<file path="src/rtl/alu_arbiter.sv">
// Round-robin arbiter sharing one combinational ALU between the execute stage
// (req0) and the branch/PC unit (req1); also holds the sticky zero/neg flags.
module alu_arbiter #(
    parameter int unsigned WIDTH  = 32,
    parameter logic [2:0]  NOP_OP = 3'b011
) (
    input  logic             clk,
    input  logic             rst,
    input  logic [1:0]       in_req_valid,
    output logic [1:0]       out_req_ready,
    input  logic [WIDTH-1:0] in_req0_a,
    input  logic [WIDTH-1:0] in_req0_b,
    input  logic [2:0]       in_req0_op,
    input  logic [WIDTH-1:0] in_req1_a,
    input  logic [WIDTH-1:0] in_req1_b,
    input  logic [2:0]       in_req1_op,
    output logic [WIDTH-1:0] out_alu_a,
    output logic [WIDTH-1:0] out_alu_b,
    output logic [2:0]       out_alu_op,
    input  logic [WIDTH-1:0] in_alu_result,
    input  logic             in_alu_zero,
    input  logic             in_alu_neg,
    output logic             out_resp_valid,
    input  logic             in_resp_ready,
    output logic             out_resp_id,
    output logic [WIDTH-1:0] out_resp_result,
    output logic             out_resp_zero,
    output logic             out_resp_neg,
    output logic             out_flag_zero,
    output logic             out_flag_neg,
    output logic             out_busy
);

    typedef enum logic [1:0] {
        IDLE,
        EXEC,
        RESP
    } state_t;

    state_t           state;
    state_t           state_nxt;
    logic             ptr;
    logic             nop_pending;
    logic [1:0]       grant;
    logic             accept;
    logic             gnt_id;
    logic [WIDTH-1:0] sel_a;
    logic [WIDTH-1:0] sel_b;
    logic [2:0]       sel_op;

    function automatic logic is_legal(input logic [2:0] op);
        case (op)
            3'b100, 3'b010, 3'b001, 3'b000, 3'b111: return 1'b1;
            default:                                return 1'b0;
        endcase
    endfunction

    // Pointer requester wins when valid; otherwise the other one may take the slot.
    always_comb begin
        grant = '0;
        if (state == IDLE && !rst) begin
            if (in_req_valid[ptr]) begin
                grant[ptr] = 1'b1;
            end else if (in_req_valid[~ptr]) begin
                grant[~ptr] = 1'b1;
            end
        end
    end

    assign accept = |grant;
    assign gnt_id = grant[1];

    always_comb begin
        sel_a  = in_req0_a;
        sel_b  = in_req0_b;
        sel_op = in_req0_op;
        if (gnt_id) begin
            sel_a  = in_req1_a;
            sel_b  = in_req1_b;
            sel_op = in_req1_op;
        end
    end

    always_comb begin
        state_nxt = state;
        case (state)
            IDLE:    if (accept) state_nxt = EXEC;
            EXEC:    state_nxt = RESP;
            RESP:    if (in_resp_ready) state_nxt = IDLE;
            default: state_nxt = IDLE;
        endcase
    end

    always_ff @(posedge clk) begin
        if (rst) begin
            state <= IDLE;
        end else begin
            state <= state_nxt;
        end
    end

    always_ff @(posedge clk) begin
        if (rst) begin
            ptr             <= 1'b0;
            nop_pending     <= 1'b0;
            out_alu_a       <= '0;
            out_alu_b       <= '0;
            out_alu_op      <= NOP_OP;
            out_resp_id     <= 1'b0;
            out_resp_result <= '0;
            out_resp_zero   <= 1'b0;
            out_resp_neg    <= 1'b0;
            out_flag_zero   <= 1'b0;
            out_flag_neg    <= 1'b0;
        end else begin
            case (state)
                IDLE: begin
                    if (accept) begin
                        out_alu_a   <= sel_a;
                        out_alu_b   <= sel_b;
                        out_alu_op  <= is_legal(sel_op) ? sel_op : NOP_OP;
                        nop_pending <= !is_legal(sel_op);
                        out_resp_id <= gnt_id;
                        ptr         <= ~gnt_id;
                    end
                end
                EXEC: begin
                    // NOP-class ops report the sticky flags and never disturb them.
                    if (nop_pending) begin
                        out_resp_result <= '0;
                        out_resp_zero   <= out_flag_zero;
                        out_resp_neg    <= out_flag_neg;
                    end else begin
                        out_resp_result <= in_alu_result;
                        out_resp_zero   <= in_alu_zero;
                        out_resp_neg    <= in_alu_neg;
                        out_flag_zero   <= in_alu_zero;
                        out_flag_neg    <= in_alu_neg;
                    end
                end
                default: ;
            endcase
        end
    end

    assign out_req_ready  = grant;
    assign out_resp_valid = (state == RESP);
    assign out_busy       = (state != IDLE);

endmodule

</file>
<file path="config.mk">
export PLATFORM = sky130hd
export DESIGN_NAME = alu_arbiter
export DESIGN_NICKNAME = d
export VERILOG_FILES = /design/src/rtl/alu_arbiter.sv
export SDC_FILE = /design/constraint.sdc
export NUM_CORES = 1
export LEC_CHECK = 0
export ABC_CLOCK_PERIOD_IN_PS = 1700
export BUFFER_PORTS_ARGS = -buffer_cell sky130_fd_sc_hd__clkbuf_2
export CAP_MARGIN = 20
export CORE_MARGIN = 3
export CORE_UTILIZATION = 39
export CTS_BUF_LIST = sky130_fd_sc_hd__clkbuf_16
export CTS_CLUSTER_DIAMETER = 80
export DETAILED_ROUTE_END_ITERATION = 8
export PLACE_DENSITY = 0.84
export SYNTH_ARGS = -nofsm -noshare
export SYNTH_HDL_FRONTEND = slang
export SYNTH_SLANG_ARGS = --single-unit
</file>
<file path="constraint.sdc">
create_clock -name clk -period 1.7 [get_ports clk]
set_input_delay 0.255 -clock clk [delete_from_list [all_inputs] [get_ports clk]]
set_output_delay 0.255 -clock clk [all_outputs]
set_load 0.02 [all_outputs]
</file>
# Word-level counts from Yosys, hierarchy flattened
# Index checks and enable logic that the tools add are counted.
dict set report classes {
  n_mux 23
  magnitude_cmp 4
  eq_ne 8
  reduce_logical 13
  bitwise_logic 3
}
# op count
set op_table {}
lappend op_table {{$mux 32} 3}
lappend op_table {{$mux 1} 10}
lappend op_table {{$mux 2} 5}
lappend op_table {{$eq 3x3->1 const B} 2}
lappend op_table {{$mux 3} 2}
lappend op_table {{$pmux 2 s3} 1}
lappend op_table {{$reduce_and 2->1} 3}
lappend op_table {{$reduce_or 5->1} 1}
lappend op_table {{$lt 1x2->1 const B} 2}
lappend op_table {{$eq 3x1->1 const B} 1}
lappend op_table {{$eq 3x2->1 const B} 1}
lappend op_table {{$logic_and 1x1->1} 3}
lappend op_table {{$logic_not 3->1} 1}
lappend op_table {{$not 1->1} 3}
lappend op_table {{$demux 1 s1} 2}
lappend op_table {{$eq 2x1->1 const B} 1}
lappend op_table {{$eq 2x2->1 const B} 1}
lappend op_table {{$ge 1x1->1 const B} 2}
lappend op_table {{$logic_not 1->1} 2}
lappend op_table {{$logic_not 2->1} 1}
lappend op_table {{$ne 2x1->1 const B} 1}
lappend op_table {{$ne 2x2->1 const B} 1}
lappend op_table {{$reduce_bool 2->1} 1}
lappend op_table {{$reduce_or 2->1} 1}
dict set report word_totals {
  word_cells 61
  input_bits 173
  out_inout_bits 108
  regBits 106
}

# Depth between registers and ports, before layout
# Gate-level depths: netlist (run 1).
dict set report depth {
  ltp_word 16
  mapped_depth 8
  ltp_nobuf 5
}

# Worst setup path before layout (run 1)
# Ideal clock, no wire load.
dict set report synth_path {
  path_type {reg2reg}
  from {register state[1]}
  to {register out_alu_op[1]}
  stages_incl_launch_ff 8
  setup_slack_ps 5
  setup_time_ps 122
  n_path_buf 2
  arrival_ps 1573
  synth_period_minus_slack_ps 1695
  t_required_ps 1578
  cell_sequence {dfxtp_1 > or3_1 > or2_1 > buf_2 > inv_4 > buf_6 > nand2_1 > a311o_1}
}
dict set report synth_between {
  elab_chain_len 11
  word_cells_on_any_way 17
  classes_between {eq/ne: 4; mux: 7; reduce/logical: 6}
}
# element line
set synth_rtl {}
lappend synth_rtl {{from (decl)} 40} ;# state_t state;
lappend synth_rtl {{from (signal assigned)} 98} ;# state <= state_nxt;
lappend synth_rtl {{$logic_not 2->1 (*)} {61, 116}}
lappend synth_rtl {{$logic_and 1x1->1} 61} ;# if (state == IDLE && !rst) begin
lappend synth_rtl {{$mux 2} 61}
lappend synth_rtl {{$mux 3} 77} ;# if (gnt_id) begin
lappend synth_rtl {{$eq 3x3->1 (tied with other cells)} 52} ;# case (op)
lappend synth_rtl {{$reduce_or 5->1} 52}
lappend synth_rtl {{$mux 1} 52}
lappend synth_rtl {{$mux 1} 118} ;# if (accept) begin
lappend synth_rtl {{$mux 1} 116} ;# case (state)
lappend synth_rtl {{$mux 1} 103} ;# if (rst) begin
lappend synth_rtl {{$mux 3} 121} ;# out_alu_op <= is_legal(sel_op) ? sel_op : NOP_OP;
lappend synth_rtl {{to (signal assigned)} 121}
lappend synth_rtl {{to (decl)} 19} ;# output logic [2:0] out_alu_op,
# Mark *: on every way between the ends. The rest lies on a longest branch, timed or not. The select of a mux whose other input is x is not followed.
# A chain may end at the register's enable or synchronous reset.

# Final worst setup path (run 1)
dict set report layout_path {
  from {register state[0]}
  to {output port out_req_ready[0]}
}
dict set report layout_between {
  elab_chain_len 3
}
# element line
set layout_rtl {}
lappend layout_rtl {{$logic_not 2->1} 61}
lappend layout_rtl {{$logic_and 1x1->1} 61}
lappend layout_rtl {{$mux 2} 61}
lappend layout_rtl {{to (decl)} 10} ;# output logic [1:0] out_req_ready,
# No other way between the ends.

==> results of run 1 <==
metal layers:
layer | routed length (um) | part of all wire, % | track usage (%) | up-vias
li1 | - | - | - | 2372
met1 | 5570 | 40 | 24.7 | 2153
met2 | 6950 | 50 | 36.7 | 203
met3 | 1020 | 7.3 | 4.81 | 28
met4 | 349 | 2.5 | 8.33 | 0
met5 | 0 | 0 | 0 | -
synthesized netlist by cell type, types with 2 or more instances:
library cell    n  area share (%)
a21oi_1        75             8.4
a22oi_1        34             5.7
a311oi_1        9             1.8
a311oi_2       21             7.1
buf_1           4            0.34
buf_2           4            0.45
buf_4           5            0.84
buf_6           2            0.51
clkbuf_1       36             3.0
dfxtp_1       106              48
inv_1           2            0.17
nand2_1        97             8.2
nand2b_1        4            0.56
nand3_1         2            0.23
nor2_1         66             5.6
nor3_1          5            0.56
nor3b_1        32             5.4
o21ai_0         3            0.34
xnor2_1         3            0.59
cells by family (layout without fill, tap and decap cells):
family | Yosys count | count (layout) | share of synthesized area [%]
AND/OR/NAND/NOR | 212 | 212 | 21.5
flip-flops | 106 | 106 | 47.8
multiplexers | 1 | 1 | 0.225
buffers and inverters | 54 | 332 | 5.49
XOR/XNOR | 4 | 4 | 0.789
AO/OA/AOI/OAI | 147 | 147 | 24.3
state kept, by name (all words and copies together) (netlist names):
signal	cells
out_alu_b	32
out_resp_result	32
out_flag_zero	1
nop_pending	1
out_resp_id	1
out_alu_op	3
ptr	1
state	2
out_flag_neg	1
out_alu_a	32
critical path: stages (launching register included):
cell      delay (ns)
dfxtp_2         0.34
or3_4           0.40
or2_4           0.27
clkinv_4        0.06
buf_12          0.09
buf_8           0.10
final timing paths:
kind / cells past startpoint / slack (ns) / endpoint / startpoint
hold reg to reg: 2 / 0.46 / out_alu_b[13] / out_alu_b[13]
setup reg to reg: 7 / -0.13 / out_alu_b[28] / state[0]
hold / removal: 3 / 0.14 / out_flag_neg / in_alu_neg
setup / recovery: 5 / -0.16 / out_req_ready[0] / state[0]
report_power, final:
| part | internal, mW | leakage (nW) | switching (mW) |
|---|---|---|---|
| Clock | 1.13 | 0.141 | 0.904 |
| Sequential | 2.67 | 0.867 | 0.101 |
| Combinational | 0.614 | 1.98 | 0.814 |
placed cells by master (no fill, tap or decap), types with 2 or more instances in the layout:
cell and count:
buf_8 2, a311oi_1 6, buf_12 6, nand2_1 97
buf_6 3, a22oi_1 34, nor3_1 4, clkbuf_2 277
o21ai_0 3, buf_4 21, xnor2_1 3, a21oi_1 74
nor2_1 66, a311oi_2 24, clkinvlp_4 3, nand2b_1 3
nor3b_1 32, dfxtp_1 104, clkbuf_16 10, dfxtp_2 2
inv_1 4
area by class of cell:
type / instances / share of cell area (%)
clock buffer: 9 / 3.43
clock inverter: 7 / 0.973
inverter: 3 / 0.286
multi-input combinational: 364 / 32.5
sequential: 106 / 32.4
tap: 140 / 2.67
timing repair buffer: 313 / 27.8
timing repair:
action	in CTS	in global routing
resized for setup	15	9
pin swaps	3	4
setup endpoints to repair	13	74
cloned	2	2
hold buffers	0	0
buffers inserted	3	0
through the flow:
stage | cell area (sq um) | hold WS, ns | worst slack (ns)
after floorplan | 4440 | 0.391 | 0.00516
after global placement | 6070 | 0.441 | -0.0395
after detailed placement | 6070 | 0.448 | -0.109
after CTS | 6500 | 0.124 | -0.168
after global routing | 6560 | 0.142 | -0.200
final | 6560 | 0.137 | -0.158
==> out/metrics.yaml, run 1 <==
initial_utilization_pct: 40.5
boundaryPins: 281
syn-instance-count: 524
grt_pass1_wl_um: 21900
synth_fp_nets: 697
final_nets: 970
die_x_um: 113
hold_viol_final: 0
netlist_area_sq_um: 4440
numPlacedInstances: 919
grt_max_degree: 65
num_vias: 4756
layout-drive-gt1-share_pct: 45.4
antennaDiodeCount: 0
startpoint_type: "flop"
setup_ws_ns: -0.158
finalSetupTns_ns: -2.91
hold_class: "in2reg"
maxCapViolCount: 0
die-area_sq_um: 12700
critical_path_required_ns: 1.44
ir_worst_vdd_mv: 0.653
setup_viol_count_final: 52
num-fill-cells: 1005
p_per_area_nw_per_um2: 950
drcViolationCount: 0
path_max_fanout: 3
core-area_sq_um: 11000
place.gp.congestion: 0.828
grt_pass1_vias: 4598
cts_buffers: 9
clock_sinks: 106
fin_util_pct: 59.7
clkLatencyLatePin_ns: 0.33
h-tree-depth: 3
worstSetupEndpointType: "output pin"
seq_area_sq_um: 2120
avgRoutedWirePerCell_um: 14.7
cts.path.max_buffers: 2
synthArstFlopShare_pct: 0
grt_usage_pct: 20.9
cts_tree: "done"
skew_ns: 0.00969
cts-root-buf: "clkbuf_16"
status: "finished, violations left"
multiInputGateArea_sq_um: 2130
period_share_pct: 109
avgSynthCellArea_sq_um: 8.48
leakagePower_nw: 2.99
routed_wl_um: 13900
drv_slew: 0
tightest_slew_ns: 0.644
io_buffers: 280
yosysSeqAreaShare_pct: 47.8
synth_ff_type: "dfxtp_1"
postRouteAntennaNets: 0
clk_pin_slew_worst_paths_ns: 0.07
failed_checks: "negative setup slack"
path_class: "reg2out"
viasPerCell: 5.05
slew_headroom_pct: 57.1
dr.pass1.iters: 4
rsz0062_at_grt: "yes"
dp_hpwl_um: 9870
fin_cells: 942
row_count: 38
synth_seq_cells: 106
synth_edf_count: 0
ys_types: 33
die_h_um: 113
yosys_warnings: 0
cp.arrival_ns: 1.60
grt_overflow: 0
power_mw: 6.23
syn_to_final_growth_pct: 47.6
fin_crit_ns: 1.86
max_freq_mhz: 538
grt_antenna_before_repair: 0
first_iter_violations: 326
Note: power is estimated with default switching activity, not from simulation.
==> run 2: changes to the inputs <==
==> config.mk (replaced) <==
export PLATFORM = sky130hd
export DESIGN_NAME = alu_arbiter
export DESIGN_NICKNAME = d
export VERILOG_FILES = /design/src/rtl/alu_arbiter.sv
export SDC_FILE = /design/constraint.sdc
export NUM_CORES = 1
export LEC_CHECK = 0
export ABC_CLOCK_PERIOD_IN_PS = 2000
export BUFFER_PORTS_ARGS = -buffer_cell sky130_fd_sc_hd__clkbuf_2
export CAP_MARGIN = 20
export CORE_MARGIN = 3
export CORE_UTILIZATION = 40
export CTS_BUF_LIST = sky130_fd_sc_hd__clkbuf_16
export CTS_CLUSTER_DIAMETER = 80
export DETAILED_ROUTE_END_ITERATION = 8
export PLACE_DENSITY = 0.83
export SYNTH_ARGS = -nofsm -noshare
export SYNTH_HDL_FRONTEND = slang
export SYNTH_SLANG_ARGS = --single-unit
==> constraint.sdc (replaced) <==
create_clock -name clk -period 2 [get_ports clk]
set_input_delay 0.3 -clock clk [delete_from_list [all_inputs] [get_ports clk]]
set_output_delay 0.3 -clock clk [all_outputs]
set_load 0.02 [all_outputs]
==> run 2 against run 1 <==
Compared with the run above:
- the run now ends clean
- flip-flop and latch count did not move
- sequential share of layout area up 1.3 points
- worst hold slack better by 0.067 ns
- first-iteration DRC count rose by 30%
- clock-buffer cell count unchanged
- clock power fell by 16%
- combinational power fell by 22%
- clock skew decreased by 0.0013 ns
- non-clock buffer count is 16 lower
- critical path depth is 1 lower
- die area fell by 2.4%
- critical path type unchanged
- critical endpoint unchanged
- largest power group unchanged
- highest routed layer unchanged
==> out/metrics.yaml, run 2 (same netlist as run 1, synthesis figures left out) <==
p_sw_mw: 1.50  # was 1.82 mW
clkLatencyLatePin_ns: 0.33  # about the same
dp_hpwl_um: 9760  # was 9870 um
power_frac_comb_pct: 21.6  # was 22.9%
tightest_slew_ns: 0.701  # was 0.644 ns
internal_power_mw: 3.68  # was 4.41 mW
place.gp.congestion: 0.818  # was 0.828
grt_pass1_wl_um: 21200  # was 21900 um
hold_class: "in2reg"  # unchanged
routed_wl_um: 13200  # was 13900 um
cts_tree: "done"  # unchanged
grt_max_degree: 65  # unchanged
path_max_fanout: 6  # was 3
grt_overflow: 0  # unchanged
h-tree-depth: 3  # unchanged
maxCapViolCount: 0  # unchanged
initial_utilization_pct: 42.1  # was 40.5%
p_clk_share_pct: 33.0  # was 32.6%
io_buffers: 280  # unchanged
max_stage_delay_ns: 0.40  # about the same
grt_pass1_vias: 4549  # was 4598
row_count: 37  # was 38
max_freq_mhz: 515
viasPerCell: 5.06  # was 5.05
cts-root-buf: "clkbuf_16"  # unchanged
grt_usage_pct: 20.4  # was 20.9%
grt_antenna_before_repair: 0  # unchanged
path_class: "reg2out"  # unchanged
die_x_um: 111  # was 113 um
power_mw: 5.19  # was 6.23 mW
num-fill-cells: 970  # was 1005
path_cells: "or3_4, or2_1, inv_4, clkbuf_8"  # was or3_4, or2_4, clkinv_4, buf_12, buf_8
dr.pass1.iters: 4  # unchanged
whs_ns: 0.204  # was 0.137 ns
skew_ns: 0.00840  # was 0.00969 ns
r2r_slack_ns: 0.12  # was -0.13 ns
seqPwrFrac_pct: 45.4  # was 44.5%
cts-hold-fix-buffers: 0  # unchanged
fin_crit_ns: 1.94
final_cell_mix: "278 x clkbuf_2, 106 x dfxtp_1, 97 x nand2_1"  # was 277 x clkbuf_2, 104 x dfxtp_1, 97 x nand2_1
avgRoutedWirePerCell_um: 14.3  # was 14.7 um
reg_top3: "out_alu_a: 32 flops, out_alu_b: 32 flops, out_resp_result: 32 flops"  # unchanged
hp-start: "in_alu_neg"  # unchanged
final_nets: 954  # was 970
drv_slew: 0  # unchanged
crit_slowest_cell: "or3_4"  # unchanged
ir_worst_vdd_mv: 0.504  # was 0.653 mV
clk_pin_slew_worst_paths_ns: 0.07  # about the same
period_share_pct: 97.1
core-area_sq_um: 10600  # was 11000 sq um
die_h_um: 111  # was 113 um
layout_commonest_cell: "clkbuf_2"  # unchanged
leakagePower_nw: 2.88  # was 2.99 nW
reg2reg_depth: 7  # unchanged
p_per_area_nw_per_um2: 824  # was 950 nW/um^2
cts_buffers: 9  # unchanged
slew_headroom_pct: 53.3  # was 57.1%
critical_path_required_ns: 1.70  # was 1.44 ns
boundaryPins: 281  # unchanged
hold_depth: 3  # unchanged
cp.arrival_ns: 1.64  # was 1.60 ns
min_to: "out_flag_neg"  # unchanged
antennaDiodeCount: 0  # unchanged
r2r_start: "state[1]"  # was state[0]
fin_cells: 922  # was 942
postRouteAntennaNets: 0  # unchanged
num_vias: 4668  # was 4756
clock_sinks: 106  # unchanged
die-area_sq_um: 12400  # was 12700 sq um
switching_share_pct: 29.0  # was 29.2%
numPlacedInstances: 903  # was 919
startpoint_type: "flop"  # unchanged
r2r-end: "out_alu_a[11]"  # was out_alu_b[28]
syn_to_final_growth_pct: 41.7  # was 47.6%
setup_viol_count_final: 0  # was 52
first_iter_violations: 423  # was 326
hold_viol_final: 0  # unchanged
worstSetupEndpointType: "output pin"  # unchanged
layout-drive-gt1-share_pct: 43.1  # was 45.4%
drcViolationCount: 0  # unchanged
status: "complete, no violations"  # was finished, violations left
cts.path.max_buffers: 2  # unchanged
[run 2: changes by cell type in the layout (fill, tap and decap cells not counted), moves of 2 or more]
cell	previous run	this run
a311oi_1	6	9
a311oi_2	24	21
buf_4	21	13
buf_6	3	0
buf_8	2	0
dfxtp_1	104	106
dfxtp_2	2	0
[run 2: routing by layer]
| metal | track usage (%) | up-vias | share of wire (%) |
|---|---|---|---|
| met5 | 0 | - | 0 |
| met4 | 8.03 | 0 | 2.5 |
| met3 | 5.38 | 22 | 8.3 |
| met1 | 25.4 | 2105 | 42 |
| li1 | - | 2337 | - |
| met2 | 33.7 | 204 | 47 |
[run 2: what timing repair did]
action                                  in CTS  in global routing
gates cloned                                 0                  0
resized for setup                            2                  2
hold endpoints to repair                     0                  0
pin swaps                                    0                  0
endpoints found under the setup margin       1                  2
buffers inserted                             0                  3
[run 2: area by class of cell]
class | instances | area [sq um] | share of cell area [%]
Clock buffer | 9 | 225 | 3.58
Clock inverter | 7 | 63.8 | 1.01
Inverter | 3 | 13.8 | 0.219
Multi-Input combinational cell | 364 | 2100 | 33.3
Sequential cell | 106 | 2120 | 33.7
Tap cell | 136 | 170 | 2.70
Timing Repair Buffer | 297 | 1600 | 25.5
[run 2: worst max path at each step]
| stage | slack, ns | from | to | depth (start not counted) |
|---|---|---|---|---|
| global placement | 0.18 | rst | ptr | 4 |
| global route | -0.03 | state[0] | out_req_ready[1] | 5 |
| CTS | 0.009 | state[0] | out_req_ready[1] | 5 |
| finish | 0.06 | state[1] | out_req_ready[0] | 4 |
| floorplan | 0.26 | rst | out_alu_op[1] | 8 |
| detailed placement | 0.16 | rst | out_alu_a[11] | 7 |
[run 2: critical path: cells and delay by family, from the launching register on]
family,cells,cell delay [ns]
flops,1,0.36
buf+inv,2,0.27
simple gates,2,0.68
[run 2: per-stage QoR]
step	instance area, sq um	setup slack (ns)	setup TNS (ns)	utilization, %
after floorplan	4440	0.264	0	-
after global placement	5950	0.179	0	56.4
after detailed placement	5950	0.159	0	56.4
after CTS	6250	0.00922	0	59.2
after global routing	6300	-0.0258	-0.0390	59.6
final	6300	0.0585	0	59.6
[run 2: power groups by stage]
stage / Sequential, mW / Combinational, mW / Clock, mW
2_1_floorplan: 2.58 / 0.479 / 0
3_3_place_gp: 2.40 / 1.09 / 0
3_5_place_dp: 2.40 / 1.11 / 0
4_1_cts: 2.35 / 1.11 / 1.76
5_1_grt: 2.38 / 1.23 / 1.84
6_report: 2.35 / 1.12 / 1.71
==> run 3: changes to the inputs <==
--- a/config.mk
+++ b/config.mk
@@ -5,15 +5,17 @@
 export SDC_FILE = /design/constraint.sdc
 export NUM_CORES = 1
 export LEC_CHECK = 0
-export ABC_CLOCK_PERIOD_IN_PS = 2000
+export ABC_CLOCK_PERIOD_IN_PS = 2300
 export BUFFER_PORTS_ARGS = -buffer_cell sky130_fd_sc_hd__clkbuf_2
 export CAP_MARGIN = 20
 export CORE_MARGIN = 3
 export CORE_UTILIZATION = 40
 export CTS_BUF_LIST = sky130_fd_sc_hd__clkbuf_16
 export CTS_CLUSTER_DIAMETER = 80
+export CTS_CLUSTER_SIZE = 40
 export DETAILED_ROUTE_END_ITERATION = 8
 export PLACE_DENSITY = 0.83
 export SYNTH_ARGS = -nofsm -noshare
 export SYNTH_HDL_FRONTEND = slang
 export SYNTH_SLANG_ARGS = --single-unit
+export TNS_END_PERCENT = 10
==> constraint.sdc (replaced) <==
create_clock -name clk -period 2.3 [get_ports clk]
set_input_delay 0.345 -clock clk [delete_from_list [all_inputs] [get_ports clk]]
set_output_delay 0.345 -clock clk [all_outputs]
set_load 0.02 [all_outputs]
==> run 3 against run 2 <==
Compared with the run above:
- critical endpoint unchanged
- clock-buffer cell count unchanged
- die area unchanged
- register-to-register slack better by 0.33 ns
- clock power down 20%
==> out/metrics.yaml, run 3 (same netlist as run 1, synthesis figures left out) <==
status: "complete, no violations"  # unchanged
io_buffers: 280  # unchanged
avgRoutedWirePerCell_um: 14.4  # was 14.3 um
switching_share_pct: 29.7  # was 29.0%
grt_overflow: 0  # unchanged
postRouteAntennaNets: 0  # unchanged
num-fill-cells: 984  # was 970
final_nets: 952  # was 954
power_frac_comb_pct: 21.8  # was 21.6%
routed_wl_um: 13200  # about the same
tightest_slew_ns: 0.637  # was 0.701 ns
cts_tree: "done"  # unchanged
cts.path.max_buffers: 2  # unchanged
antennaDiodeCount: 0  # unchanged
first_iter_violations: 461  # was 423
path_max_fanout: 32  # was 6
die-area_sq_um: 12400  # unchanged
setup_viol_count_final: 0  # unchanged
h-tree-depth: 3  # unchanged
die_h_um: 111  # unchanged
grt_pass1_vias: 4429  # was 4549
initial_utilization_pct: 42.1  # unchanged
clock_sinks: 106  # unchanged
ir_worst_vdd_mv: 0.346  # was 0.504 mV
skew_ns: 0.00771  # was 0.00840 ns
grt_usage_pct: 20.9  # was 20.4%
fin_util_pct: 58.6  # was 59.6%
layout_commonest_cell: "clkbuf_2"  # unchanged
grt_pass1_wl_um: 21500  # was 21200 um
p_sw_mw: 1.30  # was 1.50 mW
path_class: "reg2out"  # unchanged
boundaryPins: 281  # unchanged
core-area_sq_um: 10600  # unchanged
cts-root-buf: "clkbuf_16"  # unchanged
drcViolationCount: 0  # unchanged
setup_ws_ns: 0.122  # was 0.0585 ns
die_x_um: 111  # unchanged
post-place-ws_ns: 0.319  # was 0.159 ns
seqPwrFrac_pct: 46.9  # was 45.4%
critical_path_required_ns: 1.96  # was 1.70 ns
hold_class: "in2reg"  # unchanged
cts-hold-fix-buffers: 0  # unchanged
maxCapViolCount: 0  # unchanged
rsz0062_at_grt: "no"
reg_top3: "out_alu_a: 32 flops, out_alu_b: 32 flops, out_resp_result: 32 flops"  # unchanged
grt_antenna_before_repair: 0  # unchanged
num_vias: 4654  # was 4668
p_clk_share_pct: 31.3  # was 33.0%
clkLatencyLatePin_ns: 0.34  # was 0.33 ns
clk_pin_slew_worst_paths_ns: 0.06  # was 0.07 ns
layout-drive-gt1-share_pct: 42.8  # was 43.1%
slew_headroom_pct: 57.5  # was 53.3%
worstSetupEndpointType: "output pin"  # unchanged
leakagePower_nw: 2.82  # was 2.88 nW
syn_to_final_growth_pct: 39.2  # was 41.7%
dp_hpwl_um: 9820  # was 9760 um
p_per_area_nw_per_um2: 706  # was 824 nW/um^2
cts_buffers: 9  # unchanged
internal_power_mw: 3.07  # was 3.68 mW
cp.arrival_ns: 1.83  # was 1.64 ns
drv_slew: 0  # unchanged
dr.pass1.iters: 4  # unchanged
period_share_pct: 94.7
max_freq_mhz: 459
startpoint_type: "flop"  # unchanged
finalSetupTns_ns: 0  # unchanged
multiInputGateArea_sq_um: 2090  # was 2100 sq um
fin_crit_ns: 2.18
row_count: 37  # unchanged
final_cell_mix: "279 x clkbuf_2, 106 x dfxtp_1, 97 x nand2_1"  # was 278 x clkbuf_2, 106 x dfxtp_1, 97 x nand2_1
seq_area_sq_um: 2120  # unchanged
viasPerCell: 5.06  # about the same
place.gp.congestion: 0.812  # was 0.818
hold_viol_final: 0  # unchanged
grt_max_degree: 59  # was 65
[run 3: cell count changes in the layout (fill, tap and decap cells not counted), sizes merged]
cell	before	now
inv	6	3
bufinv	1	0
clkinv	0	3
buf	18	16
[run 3: worst max-delay path, cell delays in order (launching register included)]
cell	delay [ns]
dfxtp_1	0.34
or3_1	0.40
or2_1	0.30
inv_6	0.23
clkbuf_2	0.23
[run 3: path summary, 6_finish.rpt]
path                            depth (start not counted)  slack [ns]           from               end
worst max register to register                          6        0.45       state[1]     out_alu_a[18]
worst min register to register                          2        0.45  out_alu_b[11]     out_alu_b[11]
worst min-delay path                                    3        0.24     in_alu_neg      out_flag_neg
worst max-delay path                                    4        0.12       state[1]  out_req_ready[0]
[run 3: power by group through the flow]
stage	Combinational (mW)	Clock, mW	Sequential, mW
after floorplan	0.417	0	2.24
after global placement	0.946	0	2.09
after detailed placement	0.956	0	2.09
after CTS	0.959	1.40	2.05
after global routing	1.04	1.50	2.07
final	0.951	1.37	2.05
[run 3: metrics by stage]
step	std cells	hold slack, ns	total power, mW	cell area (sq um)
floorplan	524	0.477	2.66	4440
global placement	904	0.442	3.03	5920
detailed placement	904	0.446	3.04	5920
CTS	919	0.220	4.41	6180
global route	919	0.226	4.61	6190
finish	919	0.237	4.37	6190
[run 3: routing by layer]
layer,share of wire [%],vias up,GRT usage [%]
li1,-,2332,-
met1,40,2093,25.1
met2,49,209,36.0
met3,8.3,20,5.33
met4,2.0,0,7.62
met5,0,-,0
[run 3: what timing repair did]
item / in CTS / in global routing
setup buffers: 0 / 0
gates resized for setup: 0 / 1
setup endpoints to repair: 0 / 1
[run 3: final cells by class]
class / instances / share of cell area [%]
timing repair buffer: 295 / 24.7
inverter: 3 / 0.263
clock buffer: 9 / 3.64
clock inverter: 6 / 0.566
multi-input combinational: 364 / 33.8
sequential: 106 / 34.3
tap: 136 / 2.75
